`src/rtl/shift_pkg.sv`:
```
// ---------------------------------------------------------------------------
// shift_pkg
// Shared types and helpers for the universal shift register.
//   shift_mode_t : encoding of the 2-bit mode input
//   cnt_width()  : width of a counter that must hold 0..w inclusive
// ---------------------------------------------------------------------------
package shift_pkg;

    typedef enum logic [1:0] {
        SM_HOLD = 2'b00,
        SM_SHR  = 2'b01,
        SM_SHL  = 2'b10,
        SM_LOAD = 2'b11
    } shift_mode_t;

    // The frame counter saturates at w, so it needs room for w itself.
    function automatic int cnt_width(int w);
        return $clog2(w + 1);
    endfunction

endpackage

```
`src/rtl/shift_frame_counter.sv`:
```
// ---------------------------------------------------------------------------
// shift_frame_counter
// Saturating count of shifts since the last load/reset, with a one-cycle
// registered pulse on the shift that brings the count up to WIDTH.
//
// Ports:
//   clk   in   rising-edge clock
//   rst   in   synchronous active-high reset
//   inc   in   a qualified shift happens this cycle
//   clr   in   a qualified parallel load happens this cycle
//   cnt   out  shifts since last clear, saturating at WIDTH
//   done  out  high for one cycle when cnt reaches WIDTH
// ---------------------------------------------------------------------------
module shift_frame_counter
    import shift_pkg::*;
#(
    parameter int WIDTH = 8,
    parameter int CNT_W = cnt_width(WIDTH)
)(
    input  logic             clk,
    input  logic             rst,
    input  logic             inc,
    input  logic             clr,
    output logic [CNT_W-1:0] cnt,
    output logic             done
);

    localparam logic [CNT_W-1:0] CNT_MAX  = CNT_W'(WIDTH);
    localparam logic [CNT_W-1:0] CNT_LAST = CNT_W'(WIDTH - 1);

    always_ff @(posedge clk) begin
        if (rst) begin
            cnt  <= '0;
            done <= 1'b0;
        end else begin
            // The pulse is a single cycle: default low every edge.
            done <= 1'b0;
            if (clr) begin
                cnt <= '0;
            end else if (inc && (cnt < CNT_MAX)) begin
                cnt  <= cnt + 1'b1;
                done <= (cnt == CNT_LAST);
            end
        end
    end

endmodule

```
`src/rtl/universal_shift_register.sv`:
```
// ---------------------------------------------------------------------------
// universal_shift_register
// Parametrised hold / shift-right / shift-left / parallel-load register with
// clock enable, bidirectional serial I/O and a frame counter that flags when
// WIDTH bits have been shifted since the last load.
//
// Build option: define SHIFT_ROTATE_EN to make rot=1 feed the outgoing bit
// back in as the serial input (rotate). Without it, rot is ignored.
//
// Ports:
//   clk         in   rising-edge clock
//   rst         in   synchronous active-high reset (overrides en/mode)
//   en          in   clock enable
//   mode        in   00 hold, 01 shift right, 10 shift left, 11 load
//   sin_msb     in   serial in to q[WIDTH-1] on shift right
//   sin_lsb     in   serial in to q[0] on shift left
//   rot         in   rotate select (SHIFT_ROTATE_EN builds only)
//   pdata_in    in   parallel load data
//   q           out  register contents
//   sout_lsb    out  q[0]
//   sout_msb    out  q[WIDTH-1]
//   shift_cnt   out  shifts since last load/reset, saturating at WIDTH
//   frame_done  out  one-cycle pulse when shift_cnt reaches WIDTH
// ---------------------------------------------------------------------------
module universal_shift_register
    import shift_pkg::*;
#(
    parameter int               WIDTH       = 8,
    parameter logic [WIDTH-1:0] RESET_VALUE = {WIDTH{1'b0}},
    parameter int               CNT_W       = cnt_width(WIDTH)
)(
    input  logic             clk,
    input  logic             rst,
    input  logic             en,
    input  logic [1:0]       mode,
    input  logic             sin_msb,
    input  logic             sin_lsb,
    input  logic             rot,
    input  logic [WIDTH-1:0] pdata_in,
    output logic [WIDTH-1:0] q,
    output logic             sout_lsb,
    output logic             sout_msb,
    output logic [CNT_W-1:0] shift_cnt,
    output logic             frame_done
);

    if (WIDTH < 2) begin : g_width_check
        $error("universal_shift_register: WIDTH must be >= 2");
    end

    shift_mode_t     mode_e;
    logic            shr_in;
    logic            shl_in;
    logic [WIDTH-1:0] q_next;
    logic            is_shift;
    logic            is_load;

    assign mode_e = shift_mode_t'(mode);

    // Serial input selection; with rotate enabled the outgoing bit wraps.
`ifdef SHIFT_ROTATE_EN
    assign shr_in = rot ? q[0]       : sin_msb;
    assign shl_in = rot ? q[WIDTH-1] : sin_lsb;
`else
    logic unused_rot;
    assign unused_rot = rot;
    assign shr_in     = sin_msb;
    assign shl_in     = sin_lsb;
`endif

    always_comb begin
        q_next = q;
        case (mode_e)
            SM_HOLD: q_next = q;
            SM_SHR:  q_next = {shr_in, q[WIDTH-1:1]};
            SM_SHL:  q_next = {q[WIDTH-2:0], shl_in};
            SM_LOAD: q_next = pdata_in;
            default: q_next = q;
        endcase
    end

    always_ff @(posedge clk) begin
        if (rst) begin
            q <= RESET_VALUE;
        end else if (en) begin
            q <= q_next;
        end
    end

    assign is_shift = en && ((mode_e == SM_SHR) || (mode_e == SM_SHL));
    assign is_load  = en && (mode_e == SM_LOAD);

    shift_frame_counter #(
        .WIDTH (WIDTH),
        .CNT_W (CNT_W)
    ) u_frame_cnt (
        .clk  (clk),
        .rst  (rst),
        .inc  (is_shift),
        .clr  (is_load),
        .cnt  (shift_cnt),
        .done (frame_done)
    );

    assign sout_lsb = q[0];
    assign sout_msb = q[WIDTH-1];

endmodule

```
`config.mk`:
```
export PLATFORM = sky130hd
export DESIGN_NAME = universal_shift_register
export DESIGN_NICKNAME = d
export VERILOG_FILES = /design/src/rtl/shift_pkg.sv /design/src/rtl/shift_frame_counter.sv /design/src/rtl/universal_shift_register.sv
export SDC_FILE = /design/constraint.sdc
export NUM_CORES = 1
export LEC_CHECK = 0
export ABC_CLOCK_PERIOD_IN_PS = 2370
export CAP_MARGIN = 10
export CORE_MARGIN = 3
export CORE_UTILIZATION = 43
export CTS_CLUSTER_DIAMETER = 150
export DETAILED_ROUTE_END_ITERATION = 8
export GPL_TIMING_DRIVEN = 0
export PLACE_DENSITY = 0.93
export SYNTH_ARGS = -nofsm -noshare
export SYNTH_HDL_FRONTEND = slang
export SYNTH_SLANG_ARGS = --single-unit
```
`constraint.sdc`:
```
create_clock -name clk -period 2.37 [get_ports clk]
set_clock_uncertainty 0.05 [all_clocks]
set_input_delay 0.3555 -clock clk [delete_from_list [all_inputs] [get_ports clk]]
set_output_delay 0.3555 -clock clk [all_outputs]
set_load 0.01 [all_outputs]
```
Word level (Yosys, flattened, before mapping). Index checks and enable logic that the tools add are counted.

Mux-type cells: 1. Magnitude comparators: 1. Shift operators: 0. Equal/unequal tests: 4. Add/sub/neg operators: 1. Bitwise logic cells: 2. Multiply operators: 0. Divide/modulo/power cells: 0. Reductions and logical operators: 8.

Operators by type and width (number): one-hot mux 8 bit (3 select lines) (1); adder 4 x 1 -> 4 bit (second input constant) (1); equality test 2 bit (second input constant) (2); equality test 4 x 3 -> 1 bit (second input constant) (1); less-than comparator 4 bit (second input constant) (1); logical AND 1 bit (3); OR reduction 3 bit (1); equality test 2 x 1 -> 1 bit (second input constant) (1); logical NOT 2 bit (1); inverter 1 bit (2); AND reduction 2 bit (1); OR reduction 2 bit (1); logical OR 1 bit (1).

Memories kept: 0. Bits in writable memories: 0. Latch bits: 0. Bits of input ports: 16. Register bits: 13. Output and inout port bits: 15. Memory bits (read-only): 0.

Logic depth before layout (Yosys ltp).
Depth in word-level cells: 6. Depth in mapped cells: 7. Gate-level depth less buffers: 5.

Hierarchy. From an unflattened synthesis, not the netlist that was laid out.

Cell total of the unflattened synthesis: 75. Area total of the unflattened synthesis: 704.4 µm².

By module, submodules not included: universal_shift_register (instances 1, area an instance 500.5 µm², cells each 56); shift_frame_counter (instances 1, area an instance 203.9 µm², cells each 19).

Worst setup path after synthesis. No wires, ideal clock.

Path type: input to register. From: in mode[0]. To: reg q[5]. Data required time: 2232 ps. Arrival time: 1249 ps. Slack: 983 ps. Stages on the path: 6. Cells stage by stage: inv_1 ha_1 buf_2 nor2_2 nand2_1 a311oi_2.

Cells in the longest elaborated chain, start to end: 3. Elaborated cells on any way between the ends: 7.

RTL lines: start, declared (line universal_shift_register.sv:35) `input logic [1:0] mode,`; branches (longest 3 deep; another with one-hot mux 8 bit (3 select lines)); end signal, assigned (line universal_shift_register.sv:86) `q <= q_next;`; end, declared (line universal_shift_register.sv:40) `output logic [WIDTH-1:0] q,`.

Several ways; the timed one is not identified. A chain may end at the register's enable or synchronous reset.

Worst setup path in the final report.
From: in mode[0]. To: reg q[7].

Same word-level chain as after synthesis.

==> results.toml <==
[finish]
areaGrowthSynthToFinish_pct = 47.6
fillCellCount = 101
antenna_cells = 0
finalNetCount = 127
final_util_pct = 72.1
layout.cell_area.non_filler_sq_um = 1010
share_of_cells_above_drive_strength_1_pct = 11.3

[synthesis]
unique_cell_type_count_in_the_yosys_netlist = 24
synth.area.top_cells = "dfxtp_1 38%, a22oi_1 8.8%, a311oi_1 7.7%, ha_1 7.3%, nor2_1 6.6%"
synth_area_sq_um = 683
synthDominantAreaCellType = "dfxtp_1"
post_synth_inst_count = 74
synth_top_area_share_pct = 38.1
postSynthRegisterBits = 13
yosysSeqAreaShare_pct = 38.1
yosys_warnings = 0
post_synth.cell_area_avg_sq_um = 9.23
synthesis.nets = 94

[detailed_routing]
drtAntennaViolNets = 0
vias_per_cell = 5.85
drc = 0
drt-pass1-iter-count = 6
detail_route.iter0.violations = 14
vias = 708
route.detailed.wl_per_inst_um = 14.5
detail_route.wirelength_um = 1750

[sta]
fin_hold_ws_ns = 0.468
setup-tns-final_ns = 0
timing.final.setup_violations = 0
finalWorstPathRequiredPeriod_ns = 1.81
achievable_frequency_mhz = 552
min_period_over_period_pct = 76.5
drv_slew = 0
max_slew.worst_pin.slew_ns = 0.459
max_slew_margin_pct = 69.4
grt_setup_unrepaired = "false"
timing.final.hold_violations = 0

[clock_tree]
cts_hold_buf = 0
clock_tree.buffer_depth = 2
cts_tree = "done"
root_buffer = "clkbuf_4"
post-cts-setup-buffer-count = 0
clk_pin_slew_ns = 0.07
worstSkewPairLatency_ns = 0.28
clk_sink_count = 13
cts_resized = 0
cts_inserted_buffers = 3
htree_num_levels = 1

[worst_setup_path]
cp-start-kind = "primary input"
largest_stage_delay_on_the_critical_path_ns = 0.48
flop_to_flop_setup_slack_ns = 1.27
crit_path_cell_trace = "clkdlybuf4s50_1 -> inv_1 -> ha_1 -> buf_2 -> nor2_2 -> nand2_1 -> a311oi_1"
worst-path-max-fanout = 9
cp.buffers_inverters = 3
r2r_depth = 4
critical-path-slowest-cell = "clkdlybuf4s50_1"
reg2reg_from = "u_frame_cnt.cnt[0]"
endpoint_kind = "flop"
r2r-end = "u_frame_cnt.cnt[2]"
path_delay_family = "buffers and inverters"
critical_path_required_ns = 2.50
worstPathArrival_ns = 1.94
critPathKind = "in -> reg"

[power]
worst_ir_drop_vdd_uv = 282
leakagePower_nw = 0.394
power_density_nw_per_um2 = 510

[min_path]
hold_depth = 2
hold_path_class = "reg -> reg"
holdPathEnd = "u_frame_cnt.done"
holdCritStartpoint = "u_frame_cnt.cnt[2]"

[die]
die_height_um = 45.9
core_area_sq_um = 1400
floorplan.rows = 13
die_w_um = 45.9
io-pin-count = 31
fp.dieArea_sq_um = 2100
floorplan.initialDensity_pct = 48.8

[grt]
global_route.usage.total_pct = 17.7
grt_antenna_before_repair = 0
grt_first_pass_wirelength_um = 2680
grt_pass1_vias = 651
grt_max_degree = 11
globalRouteOverflowTotal = 0

[outcome]
outcome = "completed"

[run]
drv_cap = 0

[place]
io_buffer_count = 28
hpwlAfterDp_um = 1350
gp_routability_congestion = 0.756
dpl-instance-area_sq_um = 982
## synth_stat cells (all sizes together)
library cell and n:
dfxtp 13, nor2 13, a22oi 8, a311oi 8
nand2 8, buf 6, ha 4, inv 3
a21o 1, a31oi 1, and2b 1, and3 1
clkbuf 1, mux2i 1, nand3b 1, nand4b 1
nor3 1, xnor2 1, xor2 1
## registers in the layout, indices dropped and copies added, names as in the netlist
register          cells
u_frame_cnt.done      1
u_frame_cnt.cnt       4
q                     8
## logic make-up (layout without fill, tap and decap cells)
logic type                 count (synthesis)  after routing  share of synthesized area (%)
and+or+nand+nor                           26             26                           17.0
DFF                                       13             13                           38.1
AOI/OAI and AO/OA                         18             18                           22.9
adders and majority gates                  4              4                           7.33
muxes                                      1              1                           1.47
buffers and inverters                     10             42                           10.6
xor gates and xnor gates                   2              2                           2.56
## metrics by stage
stage / setup WS [ns] / power [mW] / std cells
global placement: 0.359 / 0.375 / 117
CTS: 0.564 / 0.519 / 121
floorplan: 0.983 / 0.314 / 74
finish: 0.557 / 0.514 / 121
detailed placement: 0.285 / 0.380 / 117
global route: 0.449 / 0.538 / 121
## placed cells by master, fill, tap and decap left out, drive strengths merged
master,Yosys,routed
a21o,1,1
a22oi,8,8
a311oi,8,8
a31oi,1,1
and2b,1,1
and3,1,1
buf,6,6
clkbuf,1,5
clkdlybuf4s50,0,28
dfxtp,13,13
ha,4,4
inv,3,3
mux2i,1,1
nand2,8,8
nand3b,1,1
nand4b,1,1
nor2,13,13
nor3,1,1
xnor2,1,1
xor2,1,1
## layout make-up
cell class	instances	area (sq um)	share of cell area, %
buffer	7	61.3	6.08
clock buffer	4	26.3	2.61
inverter	3	11.3	1.12
multi-input combinational	51	350	34.7
sequential	13	260	25.8
tap	15	18.8	1.86
timing repair buffer	28	280	27.8
## worst register-to-register path, stage by stage (launching register included)
cell and delay [ns]:
dfxtp_1 0.39, ha_1 0.17, nand4b_1 0.14, xnor2_1 0.18
nor2_1 0.05
## layer usage
layer	global-route usage [%]	wire length (um)	up-vias
met1	18.6	661	341
met4	7.95	17	0
met5	0	0	-
met2	31.9	897	33
li1	-	-	331
met3	4.74	173	3
## power breakdown
group	switching (mW)	total [mW]	internal [mW]	leakage, nW
logic	0.0552	0.131	0.0754	0.273
registers	0.0134	0.245	0.231	0.107
clock network	0.0732	0.139	0.0653	0.0150
total	0.142	0.514	0.372	0.394
## worst max path at each step
| stage | from | end | slack, ns | depth (start not counted) |
|---|---|---|---|---|
| 2_1_floorplan | mode[0] | q[5] | 0.98 | 6 |
| 6_report | mode[0] | q[7] | 0.56 | 7 |
| 5_1_grt | mode[0] | q[3] | 0.45 | 7 |
| 4_1_cts | mode[0] | q[7] | 0.56 | 7 |
| 3_3_place_gp | mode[0] | q[6] | 0.36 | 7 |
| 3_5_place_dp | mode[0] | q[7] | 0.28 | 7 |
(Power assumes the default switching activity.)
